--- config.mk ---
export PLATFORM = sky130hd
export DESIGN_NAME = sr_register_bank
export DESIGN_NICKNAME = d
export VERILOG_FILES = /design/src/rtl/sr_pkg.sv /design/src/rtl/sr_cell.sv /design/src/rtl/sr_register_bank.sv
export SDC_FILE = /design/constraint.sdc
export NUM_CORES = 1
export LEC_CHECK = 0
export CAP_MARGIN = 20
export CORE_MARGIN = 1
export CORE_UTILIZATION = 30
export DETAILED_ROUTE_END_ITERATION = 8
export GPL_ROUTABILITY_DRIVEN = 1
export GPL_TIMING_DRIVEN = 0
export PLACE_DENSITY_LB_ADDON = 0.05
export SLEW_MARGIN = 25
export SYNTH_ARGS = -nofsm -noshare
export SYNTH_HDL_FRONTEND = slang
export SYNTH_SLANG_ARGS = --single-unit
--- constraint.sdc ---
create_clock -name clock -period 1.85 [get_ports clock]
set_clock_uncertainty 0.15 [all_clocks]
set_input_delay 0.37 -clock clock [delete_from_list [all_inputs] [get_ports clock]]
set_output_delay 0.37 -clock clock [all_outputs]
set_load 0.05 [all_outputs]
--- src/rtl/sr_pkg.sv ---
// ---------------------------------------------------------------------------
// sr_pkg
// Shared definitions for the SR register bank: encodings of the s=r=1
// resolution modes and the per-bit s/r next-state function used by each cell.
// ---------------------------------------------------------------------------
package sr_pkg;

    localparam int MODE_HOLD   = 0;
    localparam int MODE_SET    = 1;
    localparam int MODE_RESET  = 2;
    localparam int MODE_TOGGLE = 3;

    // Next state of one SR bit from its s/r request alone.
    // Any mode value outside the known encodings resolves s=r=1 as hold.
    function automatic logic sr_next(input logic q, input logic s,
                                     input logic r, input int mode);
        logic nxt;
        nxt = q;
        case ({s, r})
            2'b10: nxt = 1'b1;
            2'b01: nxt = 1'b0;
            2'b11: begin
                case (mode)
                    MODE_SET:    nxt = 1'b1;
                    MODE_RESET:  nxt = 1'b0;
                    MODE_TOGGLE: nxt = ~q;
                    default:     nxt = q;
                endcase
            end
            default: nxt = q;
        endcase
        return nxt;
    endfunction

endpackage

--- src/rtl/sr_cell.sv ---
// ---------------------------------------------------------------------------
// sr_cell
// One clocked SR storage bit with synchronous active-low preset_/preclear_,
// enable-gated s/r update and a sticky per-bit conflict flag.
// Ports:
//   clock, reset            - clock, async active-high reset (q <= INIT)
//   en, s, r                - enable and set/reset requests
//   preset_, preclear_      - synchronous active-low overrides
//   clr_flags               - clears the sticky conflict flag
//   q, qN                   - stored bit and its registered complement
//   conflict                - sticky: en & s & r seen
//   conflict_hit            - this cycle's en & s & r (for the bank counter)
//   illegal_hit             - this cycle's preset_=preclear_=0
// ---------------------------------------------------------------------------
module sr_cell
    import sr_pkg::*;
#(
    parameter int   MODE = MODE_HOLD,
    parameter logic INIT = 1'b0
) (
    input  logic clock,
    input  logic reset,
    input  logic en,
    input  logic s,
    input  logic r,
    input  logic preset_,
    input  logic preclear_,
    input  logic clr_flags,
    output logic q,
    output logic qN,
    output logic conflict,
    output logic conflict_hit,
    output logic illegal_hit
);

    logic q_nxt;

    assign illegal_hit  = ~preset_ & ~preclear_;
    // A conflict is recorded even when preset_/preclear_ overrides the bit.
    assign conflict_hit = en & s & r;

    always_comb begin
        q_nxt = q;
        if (illegal_hit)
            q_nxt = q;
        else if (!preset_)
            q_nxt = 1'b1;
        else if (!preclear_)
            q_nxt = 1'b0;
        else if (en)
            q_nxt = sr_next(q, s, r, MODE);
    end

    always_ff @(posedge clock or posedge reset) begin
        if (reset) begin
            q        <= INIT;
            qN       <= ~INIT;
            conflict <= 1'b0;
        end else begin
            q        <= q_nxt;
            qN       <= ~q_nxt;
            // A new event in the clearing cycle still lands in the flag.
            conflict <= clr_flags ? conflict_hit : (conflict | conflict_hit);
        end
    end

endmodule

--- src/rtl/sr_register_bank.sv ---
// ---------------------------------------------------------------------------
// sr_register_bank
// WIDTH-bit bank of clocked SR flags sharing one clock, with a selectable
// s=r=1 resolution, sticky illegal-preset tracking and a saturating count
// of conflict cycles.
// Ports:
//   clock, reset            - clock, async active-high reset
//   en                      - gates s/r updates (preset_/preclear_ ignore it)
//   s, r                    - per-bit set/reset requests
//   preset_, preclear_      - per-bit synchronous active-low overrides
//   clr_flags               - clears conflict, ill_init and conflict_cnt
//   q, qN                   - stored value and registered complement
//   conflict                - sticky per-bit s&r conflict
//   ill_init                - sticky: some bit saw preset_=preclear_=0
//   conflict_cnt            - saturating count of cycles with any conflict
// ---------------------------------------------------------------------------
module sr_register_bank
    import sr_pkg::*;
#(
    parameter int               WIDTH = 8,
    parameter int               MODE  = MODE_HOLD,
    parameter logic [WIDTH-1:0] INIT  = {WIDTH{1'b0}},
    parameter int               CW    = 4
) (
    input  logic             clock,
    input  logic             reset,
    input  logic             en,
    input  logic [WIDTH-1:0] s,
    input  logic [WIDTH-1:0] r,
    input  logic [WIDTH-1:0] preset_,
    input  logic [WIDTH-1:0] preclear_,
    input  logic             clr_flags,
    output logic [WIDTH-1:0] q,
    output logic [WIDTH-1:0] qN,
    output logic [WIDTH-1:0] conflict,
    output logic             ill_init,
    output logic [CW-1:0]    conflict_cnt
);

    localparam logic [CW-1:0] CNT_MAX = {CW{1'b1}};

    logic [WIDTH-1:0] conflict_hit;
    logic [WIDTH-1:0] illegal_hit;
    logic             any_conflict;
    logic             any_illegal;

    for (genvar i = 0; i < WIDTH; i++) begin : g_cell
        sr_cell #(
            .MODE (MODE),
            .INIT (INIT[i])
        ) u_cell (
            .clock        (clock),
            .reset        (reset),
            .en           (en),
            .s            (s[i]),
            .r            (r[i]),
            .preset_      (preset_[i]),
            .preclear_    (preclear_[i]),
            .clr_flags    (clr_flags),
            .q            (q[i]),
            .qN           (qN[i]),
            .conflict     (conflict[i]),
            .conflict_hit (conflict_hit[i]),
            .illegal_hit  (illegal_hit[i])
        );
    end

    // The counter advances once per cycle, however many bits conflict.
    assign any_conflict = |conflict_hit;
    assign any_illegal  = |illegal_hit;

    always_ff @(posedge clock or posedge reset) begin
        if (reset) begin
            ill_init     <= 1'b0;
            conflict_cnt <= '0;
        end else if (clr_flags) begin
            ill_init     <= any_illegal;
            conflict_cnt <= any_conflict ? {{(CW-1){1'b0}}, 1'b1} : '0;
        end else begin
            ill_init <= ill_init | any_illegal;
            if (any_conflict && conflict_cnt != CNT_MAX)
                conflict_cnt <= conflict_cnt + 1'b1;
        end
    end

endmodule

=== Word-level counts from Yosys, hierarchy flattened ===
Cells that the tools add are included.

* Equal/unequal tests: 17
* Muxes and demuxes: 52
* Bitwise logic cells: 57
* Reductions and logical operators: 4
* Add/subtract/negate cells: 1

{| class="wikitable"
|+ Operator list
! operator !! number
|-
| $mux W1 || 42
|-
| $and A1 B1 Y1 || 24
|-
| $not A1 Y1 || 24
|-
| $eq A2 B1 Y1 const B || 8
|-
| $eq A2 B2 Y1 const B || 8
|-
| $pmux W1 S2 || 8
|-
| $reduce_or A8 Y1 || 2
|-
| $or A1 B1 Y1 || 9
|-
| $mux W4 || 2
|-
| $add A4 B1 Y4 const B || 1
|-
| $ne A4 B4 Y1 const B || 1
|-
| $reduce_bool A2 Y1 || 1
|-
| $logic_and A1 B1 Y1 || 1
|}

* Bits of input ports: 36
* Register bits: 29
* Word-level logic and storage cells: 157
* Output and inout bits: 29

=== Longest topological paths before layout ===
* Word-level depth: 7
* Gate-level depth with buffers: 6
* Gate-level depth less buffers: 6

=== Hierarchy ===
Synthesis repeated with hierarchy kept, for this count alone.

* Cell total of the unflattened synthesis: 161
* Area, all modules: 1,619.1 sq um

{| class="wikitable"
|+ Modules (own cells, without submodules)
! module !! sequential area each (sq um) !! cells an instance !! area each (sq um) !! instances
|-
| sr_cell || 76.3 || 16 || 161.4 || 8
|-
| sr_register_bank || 125.1 || 33 || 327.8 || 1
|}

=== Worst setup path after synthesis ===
OpenSTA, ideal clock, no wires.

* Path kind: register to register
* Start point: register conflict_cnt[0]
* End point: register conflict_cnt[3]
* Path buffers: 0
* Required time: 1,622 ps
* Slack: -37 ps
* Clock period less this slack: 1,887 ps
* Cell stages (with the launch flop): 6
* Setup time: 78 ps
* Arrival time: 1,660 ps
* Cells stage by stage: dfrtp_1 ha_1 a31oi_4 o21ai_2 or3_1 a21oi_1

* Longest elaborated chain between the ends: 3
* Elaborated cells between the ends (all ways): 6
* Classes of those cells: add/sub: 1; eq/ne: 1; mux: 2; reduce/logical: 2

{| class="wikitable"
|+ RTL lines
! element !! line !! text
|-
| start: declaration || sr_register_bank.sv:37 || <nowiki>output logic [CW-1:0] conflict_cnt</nowiki>
|-
| start signal: assignment || sr_register_bank.sv:78 || <nowiki>conflict_cnt <= any_conflict ? {{(CW-1){1'b0}}, 1'b1} : '0;</nowiki>
|-
| start signal: assignment || sr_register_bank.sv:82 || <nowiki>conflict_cnt <= conflict_cnt + 1'b1;</nowiki>
|-
| $add A4 B1 Y4 or $ne A4 B4 Y1 (tied branches) || sr_register_bank.sv:82, sr_register_bank.sv:81 ||
|-
| $mux W4 or $logic_and A1 B1 Y1 (tied branches) || sr_register_bank.sv:81 || <nowiki>if (any_conflict && conflict_cnt != CNT_MAX)</nowiki>
|-
| $mux W4 or $reduce_bool A2 Y1 (tied branches) || - ||
|}

Several ways; a longest one is shown, not always the timed one. The select of a mux whose other input is x is not followed.
A chain may end at the register's enable or synchronous reset.

=== Worst setup path in the final report ===
* Start point: register conflict_cnt[2]
* End point: output conflict_cnt[2]

No word-level cell between the ends.

==> flow_summary_export.csv <==
group,metric,value,unit
power_and_ir_drop,peakVddDrop,391,uV
cts,cts.sinks,29,
timing,period_minus_slack,1.79,ns
logic_synthesis,ys_top_cells_by_area,"dfrtp_1 (32%), dfstp_2 (13%), buf_4 (11%)",
place,placed_area,0.00236,mm2
timing,max_freq,0.558,GHz
timing,rsz0062_at_grt,"no",
worst_setup_path,crit_arrival,1.27,ns
power_and_ir_drop,power_density,792,mW/mm2
floorplanning,die_x,76.0,um
logic_synthesis,async_flop_share,100,%
worst_setup_path,crit_path_start_kind,"register",
logic_synthesis,synthCells,175,
worst_setup_path,end_kind,"output pin",
logic_synthesis,ys_seq_elements,29,
drt,drt_iter0_drc,65,
power_and_ir_drop,leakagePower,1.16,nW
worst_setup_path,path_max_fanout,6,
grt,grt_pass1_wl,6770,um
drt,viasPerCell,4.44,
place,io_buffers,63,
cells_and_area,final_common_cell,"clkdlybuf4s50_1",
cts,post_cts_resized,44,
grt,overflow,0,
cts,ctsRootBufferMaster,"clkbuf_8",
cells_and_area,finalNonFillerCells,316,
cells_and_area,fin_nets,290,
drt,num_vias,1404,
logic_synthesis,synth.distinct_cells,25,
drt,drt_wl_total,3940,um
cts,clock_latency,0.28,ns
job,max_cap_viol_count,0,
run_status,status,"complete, no violations",
logic_synthesis,yosysTopAreaCell,"dfrtp_1",
worst_hold_path,min_path_type,"register to register",
worst_setup_path,criticalPathCategory,"register to output pin",
logic_synthesis,synth_top_area_share,32.0,%
floorplanning,core_area,0.00520,mm2
drt,wire_per_inst,12.5,um
logic_synthesis,syn-num-nets,220,
place,dp.final_hpwl,3020,um
worst_setup_path,cp_cell_sequence,"clkdlybuf4s15_1",
logic_synthesis,yosys_warnings,0,
timing,maxSlewViolCount,0,
timing,finalHoldViolCount,0,
grt,grt_pass1_vias,1401,
cts,clk_pin_slew,0.06,ns
timing,holdWs,0.298,ns
worst_setup_path,cp.required,1.33,ns
cells_and_area,drive_above_1_share,22.0,%
floorplanning,die_h,76.0,um
cts,cts-hold-fix-buffers,0,
logic_synthesis,seq_area_frac_synth,44.7,%
timing,slew_headroom,59.2,%
logic_synthesis,avgSynthCellArea,9.39,um2
worst_setup_path,path_buf_inv,1,
drt,drc,0,
drt,ant_nets,0,
cts,cts_buffer_depth,2,
floorplanning,initial_core_util,31.6,%
worst_setup_path,critPathSlowestCell,"clkdlybuf4s15_1",
cells_and_area,num_antenna_cells,0,
floorplanning,rows,26,
cts,cts_setup_buffers,0,
cells_and_area,layout_common_cells,"clkdlybuf4s50_1 (34), inv_1 (25), buf_4 (25)",
timing,timing.final.crit_share,96.9,%
logic_synthesis,ys.flop_type,"dfrtp_1",
cells_and_area,design_area,0.00244,mm2
logic_synthesis,synth-edff-count,0,
floorplanning,io_pins,65,
floorplanning,die_area,0.00578,mm2
cts,numCtsBuffers,5,
timing,final-setup-viol-count,0,
drt,dr.pass1.iters,6,
cts,cts_tree,"yes",
grt,grt_antenna_before_repair,0,
worst_setup_path,max_stage_delay,0.53,ns
cells_and_area,area_growth_syn_to_layout,48.2,%
cts,ctsHtreeMaxLevel,2,
grt,grt_max_degree,30,
logic_synthesis,synth_area,0.00164,mm2
grt,grt_use_total,15.1,%
timing,tightest_slew,0.611,ns
place,place_inst,308,
place,gp_routability_congestion,0.721,
worst_setup_path,cp_top_family,"buffers and inverters",
-- metal layers --
metal  GRT usage, %  vias up  routed length [um]
li1               -      712                   -
met1           20.2      641                1920
met2           23.2       47                1720
met3           4.79        4                 260
met4           5.19        0                  48
met5              0        -                   0
-- synth_stat cells, types with 2 or more instances --
master    count
nand3_1       9
a21oi_1       2
inv_1        26
o21ai_0      19
dfstp_2       8
a22o_1        6
o22ai_1       3
or3_1         2
clkbuf_1      2
o221ai_1      2
ha_1          9
dfrtp_1      21
a22oi_1       6
nand3b_1      9
nand2_1      18
buf_4        24
-- where the power goes --
part | switching, mW | internal (mW) | leakage [nW] | total [mW]
clock network | 0.244 | 0.260 | 0.0450 | 0.504
registers | 0.0344 | 0.717 | 0.340 | 0.751
logic | 0.402 | 0.273 | 0.777 | 0.675
total | 0.680 | 1.25 | 1.16 | 1.93
-- worst paths after layout --
path,startpoint,end,slack (ns),depth (start not counted)
worst max-delay path,conflict_cnt[2],conflict_cnt[2],0.06,1
worst min-delay path,register,g_cell[2].u_cell.qN,0.30,1
worst max register to register,conflict_cnt[0],conflict_cnt[3],0.12,5
worst min register to register,register,g_cell[2].u_cell.qN,0.30,1
max in group asynchronous,reset,conflict_cnt[0],0.78,2
min in group asynchronous,reset,async pin,0.34,2
-- cell type report --
class / count / area (um2)
buffer: 27 / 199
clock buffer: 6 / 72.6
clock inverter: 2 / 10.0
fill: 547 / 2770
inverter: 27 / 104
multi-input combinational: 92 / 613
sequential: 29 / 738
tap: 70 / 87.6
timing repair buffer: 63 / 613
-- through the flow --
| stage | setup TNS [ns] | power (mW) | util, % | worst slack, ns |
|---|---|---|---|---|
| 2_1_floorplan | 0 | 1.22 | - | 0.0770 |
| 6_report | 0 | 1.93 | 46.8 | 0.0567 |
| 3_5_place_dp | -1.83 | 1.48 | 45.4 | -0.186 |
| 3_3_place_gp | -2.66 | 1.47 | 45.4 | -0.189 |
| 5_1_grt | 0 | 2.03 | 46.8 | 0.00343 |
| 4_1_cts | 0 | 1.95 | 46.6 | 0.0159 |
-- logic make-up (layout without fill, tap and decap cells) --
kind of cell / after synthesis / after routing / share of synthesized area, %
multiplexers: 1 / 1 / 0.609
AO/OA/AOI/OAI: 41 / 41 / 16.7
buffers and inverters: 54 / 125 / 18.4
AND/OR/NAND/NOR: 41 / 41 / 12.6
flip-flops: 29 / 29 / 44.7
adder cells (fa/ha/maj): 9 / 9 / 6.85
No activity file was read; power rests on OpenSTA's default activity.
